--- config.mk ---
export PLATFORM = sky130hd
export DESIGN_NAME = regfile_writer
export DESIGN_NICKNAME = d
export VERILOG_FILES = /design/src/rtl/regfile_writer.sv
export SDC_FILE = /design/constraint.sdc
export NUM_CORES = 1
export LEC_CHECK = 0
export ABC_AREA = 1
export CAP_MARGIN = 40
export CORE_UTILIZATION = 52
export DETAILED_ROUTE_END_ITERATION = 10
export DONT_BUFFER_PORTS = 1
export HOLD_SLACK_MARGIN = 0.15
export PLACE_DENSITY = 0.63
export SKIP_CTS_REPAIR_TIMING = 1
export SYNTH_ARGS = -nofsm -noshare
export SYNTH_HDL_FRONTEND = slang
export SYNTH_SLANG_ARGS = --single-unit
--- constraint.sdc ---
create_clock -name i_clk -period 3.4 [get_ports i_clk]
set_clock_uncertainty 0.1 [all_clocks]
set_input_delay 0.34 -clock i_clk [delete_from_list [all_inputs] [get_ports i_clk]]
set_output_delay 0.34 -clock i_clk [all_outputs]
set_load 0.005 [all_outputs]
--- src/rtl/regfile_writer.sv ---
// Writeback stage: MEM/WB pipeline register, writeback source select and load extension,
// plus a clear-sweep FSM that zeroes x1..x(NREG-1) through the single regfile write port.
module regfile_writer #(
    parameter int NREG = 32,
    parameter int AW   = 5
) (
    input  logic          i_clk,
    input  logic          rst_n,
    input  logic          i_valid,
    input  logic          i_rd_wren,
    input  logic [AW-1:0] i_rd_addr,
    input  logic [1:0]    i_wb_sel,
    input  logic [2:0]    i_funct3,
    input  logic [31:0]   i_alu_data,
    input  logic [31:0]   i_mem_rdata,
    input  logic [31:0]   i_pc,
    input  logic          i_clear_req,
    output logic          o_busy,
    output logic          wren,
    output logic [AW-1:0] rd_addr,
    output logic [31:0]   rd_data,
    output logic          o_fwd_valid,
    output logic [AW-1:0] o_fwd_addr,
    output logic [31:0]   o_fwd_data,
    output logic          o_clear_done
);

    typedef enum logic [1:0] {
        IDLE  = 2'd0,
        SWEEP = 2'd1,
        DONE  = 2'd2
    } state_t;

    localparam logic [AW-1:0] LAST_REG = AW'(NREG - 1);

    state_t        state;
    logic [AW-1:0] counter;

    logic          reg_valid;
    logic          reg_rd_wren;
    logic [AW-1:0] reg_rd_addr;
    logic [1:0]    reg_wb_sel;
    logic [2:0]    reg_funct3;
    logic [31:0]   reg_alu_data;
    logic [31:0]   reg_mem_rdata;
    logic [31:0]   reg_pc;

    logic [7:0]    load_byte;
    logic [15:0]   load_half;
    logic [31:0]   load_data;
    logic [31:0]   wb_data;

    assign o_busy = (state != IDLE) | i_clear_req;

    // The pipeline register only captures when the stage is not stalled; a stalled
    // cycle leaves valid low so the held instruction is taken once the stall lifts.
    always_ff @(posedge i_clk or negedge rst_n) begin
        if (!rst_n) begin
            state         <= IDLE;
            counter       <= AW'(1);
            o_clear_done  <= 1'b0;
            reg_valid     <= 1'b0;
            reg_rd_wren   <= 1'b0;
            reg_rd_addr   <= '0;
            reg_wb_sel    <= 2'b00;
            reg_funct3    <= 3'b000;
            reg_alu_data  <= 32'd0;
            reg_mem_rdata <= 32'd0;
            reg_pc        <= 32'd0;
        end else begin
            if (i_valid && !o_busy) begin
                reg_valid     <= 1'b1;
                reg_rd_wren   <= i_rd_wren;
                reg_rd_addr   <= i_rd_addr;
                reg_wb_sel    <= i_wb_sel;
                reg_funct3    <= i_funct3;
                reg_alu_data  <= i_alu_data;
                reg_mem_rdata <= i_mem_rdata;
                reg_pc        <= i_pc;
            end else begin
                reg_valid <= 1'b0;
            end

            o_clear_done <= 1'b0;
            case (state)
                IDLE: begin
                    if (i_clear_req) begin
                        state   <= SWEEP;
                        counter <= AW'(1);
                    end
                end
                SWEEP: begin
                    if (counter == LAST_REG) begin
                        state        <= DONE;
                        o_clear_done <= 1'b1;
                    end else begin
                        counter <= counter + AW'(1);
                    end
                end
                DONE: begin
                    state <= IDLE;
                end
                default: begin
                    state <= IDLE;
                end
            endcase
        end
    end

    always_comb begin
        load_byte = 8'd0;
        case (reg_alu_data[1:0])
            2'd0: load_byte = reg_mem_rdata[7:0];
            2'd1: load_byte = reg_mem_rdata[15:8];
            2'd2: load_byte = reg_mem_rdata[23:16];
            2'd3: load_byte = reg_mem_rdata[31:24];
            default: load_byte = 8'd0;
        endcase
        load_half = reg_alu_data[1] ? reg_mem_rdata[31:16] : reg_mem_rdata[15:0];

        load_data = reg_mem_rdata;
        case (reg_funct3)
            3'b000:  load_data = {{24{load_byte[7]}}, load_byte};
            3'b100:  load_data = {24'd0, load_byte};
            3'b001:  load_data = {{16{load_half[15]}}, load_half};
            3'b101:  load_data = {16'd0, load_half};
            default: load_data = reg_mem_rdata;
        endcase

        wb_data = reg_alu_data;
        case (reg_wb_sel)
            2'b01:   wb_data = load_data;
            2'b10:   wb_data = reg_pc + 32'd4;
            default: wb_data = reg_alu_data;
        endcase
    end

    // The sweep owns the write port; otherwise the WB register drives it, never writing x0.
    always_comb begin
        wren    = 1'b0;
        rd_addr = reg_rd_addr;
        rd_data = wb_data;
        case (state)
            IDLE: begin
                wren = reg_valid & reg_rd_wren & (reg_rd_addr != '0);
            end
            SWEEP: begin
                wren    = 1'b1;
                rd_addr = counter;
                rd_data = 32'd0;
            end
            default: begin
                wren = 1'b0;
            end
        endcase
    end

    assign o_fwd_valid = wren;
    assign o_fwd_addr  = rd_addr;
    assign o_fwd_data  = rd_data;

endmodule

==> results of run 1 <==
[final timing paths]
check | startpoint | to | slack [ns] | cells past startpoint
setup / recovery | reg_wb_sel[0] | o_fwd_data[11] | 0.45 | 7
min in group asynchronous | rst_n | reg_pc[11] | 0.44 | 2
hold reg to reg | reg_alu_data[16] | reg_alu_data[16] | 0.37 | 2
max in group asynchronous | rst_n | reg_alu_data[14] | 2.31 | 2
hold / removal | i_clear_req | counter[3] | 0.14 | 3
setup reg to reg | state[0] | reg_pc[31] | 1.23 | 7
[synthesized netlist by cell type (all sizes together)]
library cell	n
dfstp	1
clkbuf	23
o211ai	12
nand4	3
nand3	53
o21a	2
nor3	2
xor2	2
o21bai	6
buf	61
a31oi	1
nor2	115
inv	72
o31ai	1
or2	14
nand2	408
nand3b	1
o21ai	101
ha	5
dfrtp	115
clkinv	1
a21oi	35
a21o	1
xnor2	1
[logic make-up (layout without fill, tap and decap cells)]
kind of cell	Yosys count	in the layout	share of synthesized area
AO/OA/AOI/OAI	159	159	0.1213
XOR/XNOR	3	3	0.003725
adder cells (fa/ha/maj)	5	5	0.008868
buffers and inverters	157	222	0.1100
flip-flops	116	116	0.4117
AND/OR/NAND/NOR	596	596	0.3444
[where the power goes]
group	total [mW]	switching (mW)	internal (mW)
registers	2.60	0.580	2.02
clock network	2.03	0.627	1.40
logic	3.39	2.26	1.13
[layout make-up]
cell class                      instances  area, um2  area share
Clock buffer                           21      460.4     0.05321
Clock inverter                          9      201.4     0.02328
Inverter                               73      276.5     0.03195
Multi-Input combinational cell        763       3374      0.3900
Sequential cell                       116       2904      0.3356
Tap cell                              176      220.2     0.02545
Timing Repair Buffer                  119       1216      0.1405
[registers in the layout, summed over array words and instances (netlist names)]
| register | cells |
|---|---|
| state | 2 |
| reg_rd_addr | 5 |
| reg_rd_wren | 1 |
| reg_funct3 | 3 |
| reg_wb_sel | 2 |
| o_clear_done | 1 |
| reg_valid | 1 |
| reg_pc | 32 |
| reg_alu_data | 32 |
| reg_mem_rdata | 32 |
| counter | 5 |
[per-stage QoR]
step / setup WS (ns) / utilization
after floorplan: 1.231 / -
after global placement: 0.9148 / 0.5177
after detailed placement: 0.8985 / 0.5197
after CTS: 0.4514 / 0.5697
after global routing: 0.2301 / 0.6534
final: 0.4530 / 0.6534
[worst max-delay path: cells and delay by family (launching register included)]
family / cells / cell delay (ns)
adders and majority gates: 1 / 0.40
and+or+nand+nor: 2 / 0.37
DFF: 1 / 0.35
buffers and inverters: 3 / 0.68
AOI/OAI and AO/OA: 1 / 0.29
[metal layers]
metal | routed length [um] | up-vias | track usage
li1 | - | 3336 | -
met1 | 9058 | 3143 | 0.3783
met2 | 9973 | 249 | 0.4699
met3 | 1334 | 29 | 0.08012
met4 | 374 | 0 | 0.07991
met5 | 0 | - | 0
==> flow_summary.yaml, run 1 <==
outcome:
  outcome: "finished clean"
floorplanning:
  start_util: 0.5327
  die_w_um: 118.5
  ioPinCount: 189
  dieArea_um2: 14040
  fp-row-count: 42
  core-area_um2: 13240
  die_y_um: 118.5
placed_design:
  place_area_um2: 6883
  hpwl_mm: 14.01
  placed_cells: 1138
  place_congestion: 0.9227
  io_buffers: 0
synth:
  synth_warnings: 0
  synth_area_leaders: "dfrtp_1, nand2_1, o21ai_0"
  synth_fp_nets: 1152
  syn-cell-area_um2: 7054
  syn_area_per_cell_um2: 6.809
  syn_inst: 1036
  synth_top_area_share: 0.4079
  yosys_register_bits: 116
  ys_seq_area_frac: 0.4117
  synth_cell_types: 35
  synth_top_area_cell: "dfrtp_1"
clock_tree:
  root_buffer: "clkbuf_16"
  clkTransAtPathRegs_ns: 0.05
  cts_sinks: 116
  cts_made_buffers: 17
  htreeDepth: 4
  clockBufferDepth: 2
  cts_tree: "built"
  clk_latency_ns: 0.41
layout:
  diodes: 0
  layout-drive-gt1-share: 0.06721
  nFillCells: 1191
  fin_cells: 1277
  nets: 1206
  layout_common_cells: "nand2_1, dfrtp_1, nor2_1"
  finalInstanceArea_um2: 8653
  syn_to_final_growth_pct: 22.67
  layout_commonest_cell: "nand2_1"
route:
  via_per_inst: 5.291
  vias: 6757
  totalWireLength_mm: 20.74
  ant_nets: 0
  drc: 0
  post_drt_wl_per_cell_um: 16.24
  drtPass1Iterations: 6
  drt_iter0_drc: 528
timing:
  post-route-min-period_ns: 2.947
  max_freq_ghz: 0.3393
  rsz0062_at_grt: "false"
  finalHoldViolCount: 0
  setup_tns_ns: 0
  maxSlewHeadroom: 0.5048
  setup_violations: 0
  holdWs_ns: 0.1414
  drv_slew: 0
  post-route-period-util: 0.8668
  tightest_slew_ns: 0.7428
power_and_ir_drop:
  p_total_mw: 8.020
  max-vdd-ir-drop_mv: 0.3977
  power.leakage_nw: 4.117
  power_density_nw_per_um2: 926.8
setup_path:
  crit_fanout: 50
  max_stage_delay_ns: 0.44
  crit_required_ns: 2.96
  cp.arrival_ns: 2.51
  cp-start-kind: "register"
  path_cells: "inv_1 > ha_1 > inv_1 > buf_4 > o21ai_0 > nor2_1 > nor2_1"
  path_class: "reg -> out"
  end_kind: "primary output"
  slowest_stage: "buf_4"
grt:
  grt_pass1_wl_mm: 31.17
  first_global_vias: 5978
  grt_max_degree: 117
  grt_antenna_before_repair: 0
  grt.total_usage: 0.2890
  grt_overflow: 0
hold_path:
  hold_class: "in -> reg"
run:
  max_cap_violations: 0
Note: power is estimated with default switching activity, not from simulation.
==> inputs of run 2 (changes only) <==
- CORE_ASPECT_RATIO: default -> 0.8
==> run 2 against run 1 <==
Compared with the run above: worst setup slack better by 0.21 ns; global-route usage rose by 0.86 points; largest cell class unchanged; cell count barely moved; highest routed layer unchanged.
==> flow_summary.yaml, run 2 (synthesized netlist as in run 1, its figures left out) <==
outcome:
  outcome: "finished clean"
timing:
  tightest_slew_ns: 0.7297
  rsz0062_at_grt: "false"
  setup_violations: 0
  maxSlewHeadroom: 0.5135
  post-route-min-period_ns: 2.732
  max_freq_ghz: 0.3660
  finalHoldViolCount: 0
  setup_tns_ns: 0
  drv_slew: 0
  post-route-period-util: 0.8036
layout:
  nets: 1204
  top_regs: "reg_alu_data (32), reg_mem_rdata (32), reg_pc (32)"
  layout_common_cells: "nand2_1, dfrtp_1, nor2_1"
  layout_commonest_cell: "nand2_1"
  diodes: 0
  layout-drive-gt1-share: 0.06903
  syn_to_final_growth_pct: 21.87
grt:
  grt_pass1_wl_mm: 31.87
  first_global_vias: 5994
  grt_antenna_before_repair: 0
  grt.total_usage: 0.2977
  grt_max_degree: 117
  grt_overflow: 0
setup_path:
  r2r-end: "counter[4]"
  end_kind: "primary output"
  r2r-start: "counter[0]"
  slowest_stage: "buf_4"
  reg2regPathDepth: 9
  crit_fanout: 56
  crit_required_ns: 2.96
  cp_top_family: "buffers and inverters"
  crit_buf_inv: 3
  cp-start-kind: "register"
  cp.arrival_ns: 2.29
  path_cells: "inv_1 > ha_1 > inv_1 > buf_4 > o21ai_0 > nor2_1 > nor2_1"
  max_stage_delay_ns: 0.43
  r2r_slack_ns: 1.40
  path_class: "reg -> out"
hold_path:
  hold_end: "counter[3]"
  whs_path_depth: 3
  hold_class: "in -> reg"
  hp-start: "i_clear_req"
power_and_ir_drop:
  pwr-share-seq: 0.328
  power.internal_mw: 4.381
  power_frac_comb: 0.427
  p_switching_mw: 3.540
  clkPwrFrac: 0.245
  power.leakage_nw: 4.081
  p_total_mw: 7.921
  power_density_nw_per_um2: 921.3
  power_switching_share: 0.4469
  max-vdd-ir-drop_mv: 0.4900
floorplanning:
  ioPinCount: 189
  core-area_um2: 13060
  start_util: 0.5403
  fp-row-count: 37
  die_w_um: 132.2
  dieArea_um2: 14040
  die_y_um: 106.2
placed_design:
  io_buffers: 0
  hpwl_mm: 14.38
  place_congestion: 0.9160
run:
  max_cap_violations: 0
clock_tree:
  cts_tree: "built"
  clk_latency_ns: 0.41
  root_buffer: "clkbuf_16"
  clkTransAtPathRegs_ns: 0.06
  htreeDepth: 4
  cts_made_buffers: 17
  clockBufferDepth: 2
  cts_sinks: 116
route:
  via_per_inst: 5.299
  ant_nets: 0
  vias: 6761
  drtPass1Iterations: 7
  drc: 0
  post_drt_wl_per_cell_um: 16.46
  totalWireLength_mm: 21.00
  drt_iter0_drc: 608
## run 2: how the worst max path moves through the flow
stage / start / to / slack, ns / depth (start not counted)
CTS: reg_wb_sel[0] / o_fwd_data[11] / 0.68 / 7
detailed placement: reg_wb_sel[0] / o_fwd_data[11] / 1.14 / 7
finish: reg_wb_sel[0] / o_fwd_data[11] / 0.67 / 7
floorplan: reg_wb_sel[0] / rd_data[5] / 1.23 / 10
global route: reg_wb_sel[0] / o_fwd_data[11] / 0.49 / 7
global placement: reg_wb_sel[0] / o_fwd_data[12] / 1.13 / 7
## run 2: through the flow
stage | instances | util | worst slack [ns] | area, um2 | hold WS, ns
6_report | 1276 | 0.6585 | 0.6679 | 8597 | 0.1652
5_1_grt | 1276 | 0.6585 | 0.4856 | 8597 | 0.1847
4_1_cts | 1167 | 0.5736 | 0.6813 | 7488 | -0.4859
3_5_place_dp | 1135 | 0.5244 | 1.138 | 6847 | -0.04917
3_3_place_gp | 1135 | 0.5244 | 1.131 | 6847 | -0.05169
2_1_floorplan | 1036 | - | 1.231 | 7054 | -0.05559
## run 2: metal layers
layer  track usage  share of wire
met4       0.08456          0.019
met2        0.4365           0.44
met5             0              0
met1        0.4380           0.48
met3       0.06819          0.068
## run 2: cell type report
| type | count | area (um2) |
|---|---|---|
| fill | 1189 | 4458 |
| multi-input combinational | 763 | 3374 |
| sequential | 116 | 2904 |
| clock buffer | 18 | 439.2 |
| inverter | 73 | 276.5 |
| timing repair buffer | 117 | 1181 |
| tap | 175 | 219.0 |
| clock inverter | 14 | 202.7 |
## run 2: power by group through the flow
stage	Clock, mW	Combinational (mW)	Sequential [mW]
final	1.94	3.38	2.60
after global routing	2.02	3.81	2.68
after CTS	1.96	3.22	2.58
after detailed placement	0	3.20	2.59
after global placement	0	3.19	2.60
after floorplan	0	2.70	2.38
## run 2: worst min-delay path: cells and delay by family
kind | cells | cell delay [ns]
simple gates | 2 | 0.19
buf+inv | 1 | 0.11
==> inputs of run 3 (changes only) <==
- clock period: 3.4 -> 2.7 ns (I/O delays scaled with it)
==> run 3 against run 2 <==
Compared with the run above: the flow now finishes with violations (negative hold slack); via count grew 0.90%; core utilization is 1.2 points higher; sequential share of layout area shrank 0.55 points; cell area grew 1.9%; largest power group unchanged.
==> flow_summary.yaml, run 3 (synthesized netlist as in run 1, its figures left out) <==
outcome:
  outcome: "finished, violations left"
  failed_checks: "negative hold slack"
timing:
  setup_violations: 0
  post-route-period-util: 0.9507
  post-route-min-period_ns: 2.567
  tightest_slew_ns: 0.7210
  drv_slew: 0
  finalHoldViolCount: 116
  holdWs_ns: -0.5513
  maxSlewHeadroom: 0.5193
  max_freq_ghz: 0.3896
hold_path:
  hold_class: "in -> async"
layout:
  layout_commonest_cell: "nand2_1"
  nets: 1221
  fin_cells: 1293
  layout_common_cells: "nand2_1, dfrtp_1, nor2_1, dlygate4sd3_1, o21ai_0"
  nFillCells: 1147
  syn_to_final_growth_pct: 24.14
  final_util: 0.6708
  diodes: 0
  layout-drive-gt1-share: 0.09302
  finalInstanceArea_um2: 8757
  top_regs: "reg_alu_data (32), reg_mem_rdata (32), reg_pc (32)"
setup_path:
  reg2regPathDepth: 9
  r2r_slack_ns: 0.72
  end_kind: "primary output"
  cp-start-kind: "register"
  cp.arrival_ns: 2.20
  r2r-start: "counter[0]"
  path_class: "reg -> out"
  max_stage_delay_ns: 0.39
  r2r-end: "counter[4]"
  path_cells: "inv_1 > ha_1 > inv_1 > a21oi_1 > nand2_1 > a21oi_1 > buf_4"
  crit_fanout: 8
  crit_required_ns: 2.33
  slowest_stage: "dfrtp_1"
power_and_ir_drop:
  power_switching_share: 0.4461
  p_switching_mw: 4.584
  power_frac_comb: 0.441
  pwr-share-seq: 0.323
  max-vdd-ir-drop_mv: 0.7234
  power_density_nw_per_um2: 1173
  clkPwrFrac: 0.236
  power.internal_mw: 5.692
  p_total_mw: 10.28
  power.leakage_nw: 4.166
grt:
  grt_overflow: 0
  grt_antenna_before_repair: 0
  first_global_vias: 6010
  grt.total_usage: 0.3014
  grt_max_degree: 117
  grt_pass1_wl_mm: 32.22
route:
  vias: 6822
  drtPass1Iterations: 6
  drt_iter0_drc: 617
  drc: 0
  via_per_inst: 5.276
  ant_nets: 0
  post_drt_wl_per_cell_um: 16.54
  totalWireLength_mm: 21.39
placed_design:
  placed_cells: 1148
  place_area_um2: 6969
  hpwl_mm: 14.71
  place_congestion: 0.9133
  io_buffers: 0
floorplanning:
  ioPinCount: 189
  die_w_um: 132.2
  dieArea_um2: 14040
  start_util: 0.5403
  core-area_um2: 13060
  fp-row-count: 37
  die_y_um: 106.2
clock_tree:
  clk_latency_ns: 0.42
  root_buffer: "clkbuf_16"
  clockBufferDepth: 2
  clkTransAtPathRegs_ns: 0.06
  cts_made_buffers: 17
  cts_tree: "built"
  cts_sinks: 116
  htreeDepth: 4
run:
  max_cap_violations: 0
-- run 3: changes by cell type in the layout (fill, tap and decap cells not counted), moves of 2 or more --
| cell | previous run | this run |
|---|---|---|
| buf_12 | 1 | 3 |
| dfrtp_2 | 0 | 5 |
| dfrtp_1 | 115 | 110 |
| clkinv_2 | 0 | 2 |
| nand2_2 | 2 | 4 |
| nand2_1 | 403 | 401 |
| buf_4 | 7 | 22 |
| nor2_4 | 0 | 2 |
| nor2_1 | 111 | 108 |
-- run 3: layer usage --
layer | up-vias | track usage | share of wire
met3 | 33 | 0.07058 | 0.077
met5 | - | 0 | 0
met4 | 0 | 0.06897 | 0.015
li1 | 3365 | - | -
met2 | 286 | 0.4596 | 0.45
met1 | 3138 | 0.4339 | 0.46
-- run 3: cell type report --
class	instances	area (um2)	area share
Inverter	73	276.5	0.03158
Clock inverter	15	205.2	0.02343
Sequential cell	116	2910	0.3323
Timing Repair Buffer	134	1311	0.1497
Multi-Input combinational cell	763	3410	0.3893
Clock buffer	17	425.4	0.04858
Tap cell	175	219.0	0.02500
-- run 3: power by group through the flow --
stage	registers [mW]	logic, mW	clock network (mW)
global route	3.41	5.09	2.54
global placement	3.28	4.18	0
finish	3.32	4.54	2.42
floorplan	2.99	3.40	0
CTS	3.27	4.24	2.44
detailed placement	3.28	4.21	0
-- run 3: worst max-delay path by stage --
stage	slack, ns	to	from
2_1_floorplan	0.60	rd_data[5]	reg_wb_sel[0]
3_3_place_gp	0.52	rd_data[6]	reg_funct3[0]
3_5_place_dp	0.49	rd_data[6]	reg_funct3[0]
4_1_cts	0.05	rd_data[6]	reg_funct3[0]
5_1_grt	-0.004	o_fwd_data[26]	reg_pc[3]
6_report	0.13	rd_data[9]	reg_wb_sel[1]
-- run 3: metrics by stage --
step                      setup WS, ns    TNS, ns
after floorplan                 0.6010          0
after global placement          0.5236          0
after detailed placement        0.4904          0
after CTS                      0.05216          0
after global routing         -0.004091  -0.008180
final                           0.1330          0
-- run 3: critical path: cells and delay by family, from the launching register on --
kind | cells | cell delay (ns)
fa+ha+maj | 1 | 0.38
buf+inv | 3 | 0.51
compound gates | 2 | 0.44
flops | 1 | 0.39
simple gates | 1 | 0.07
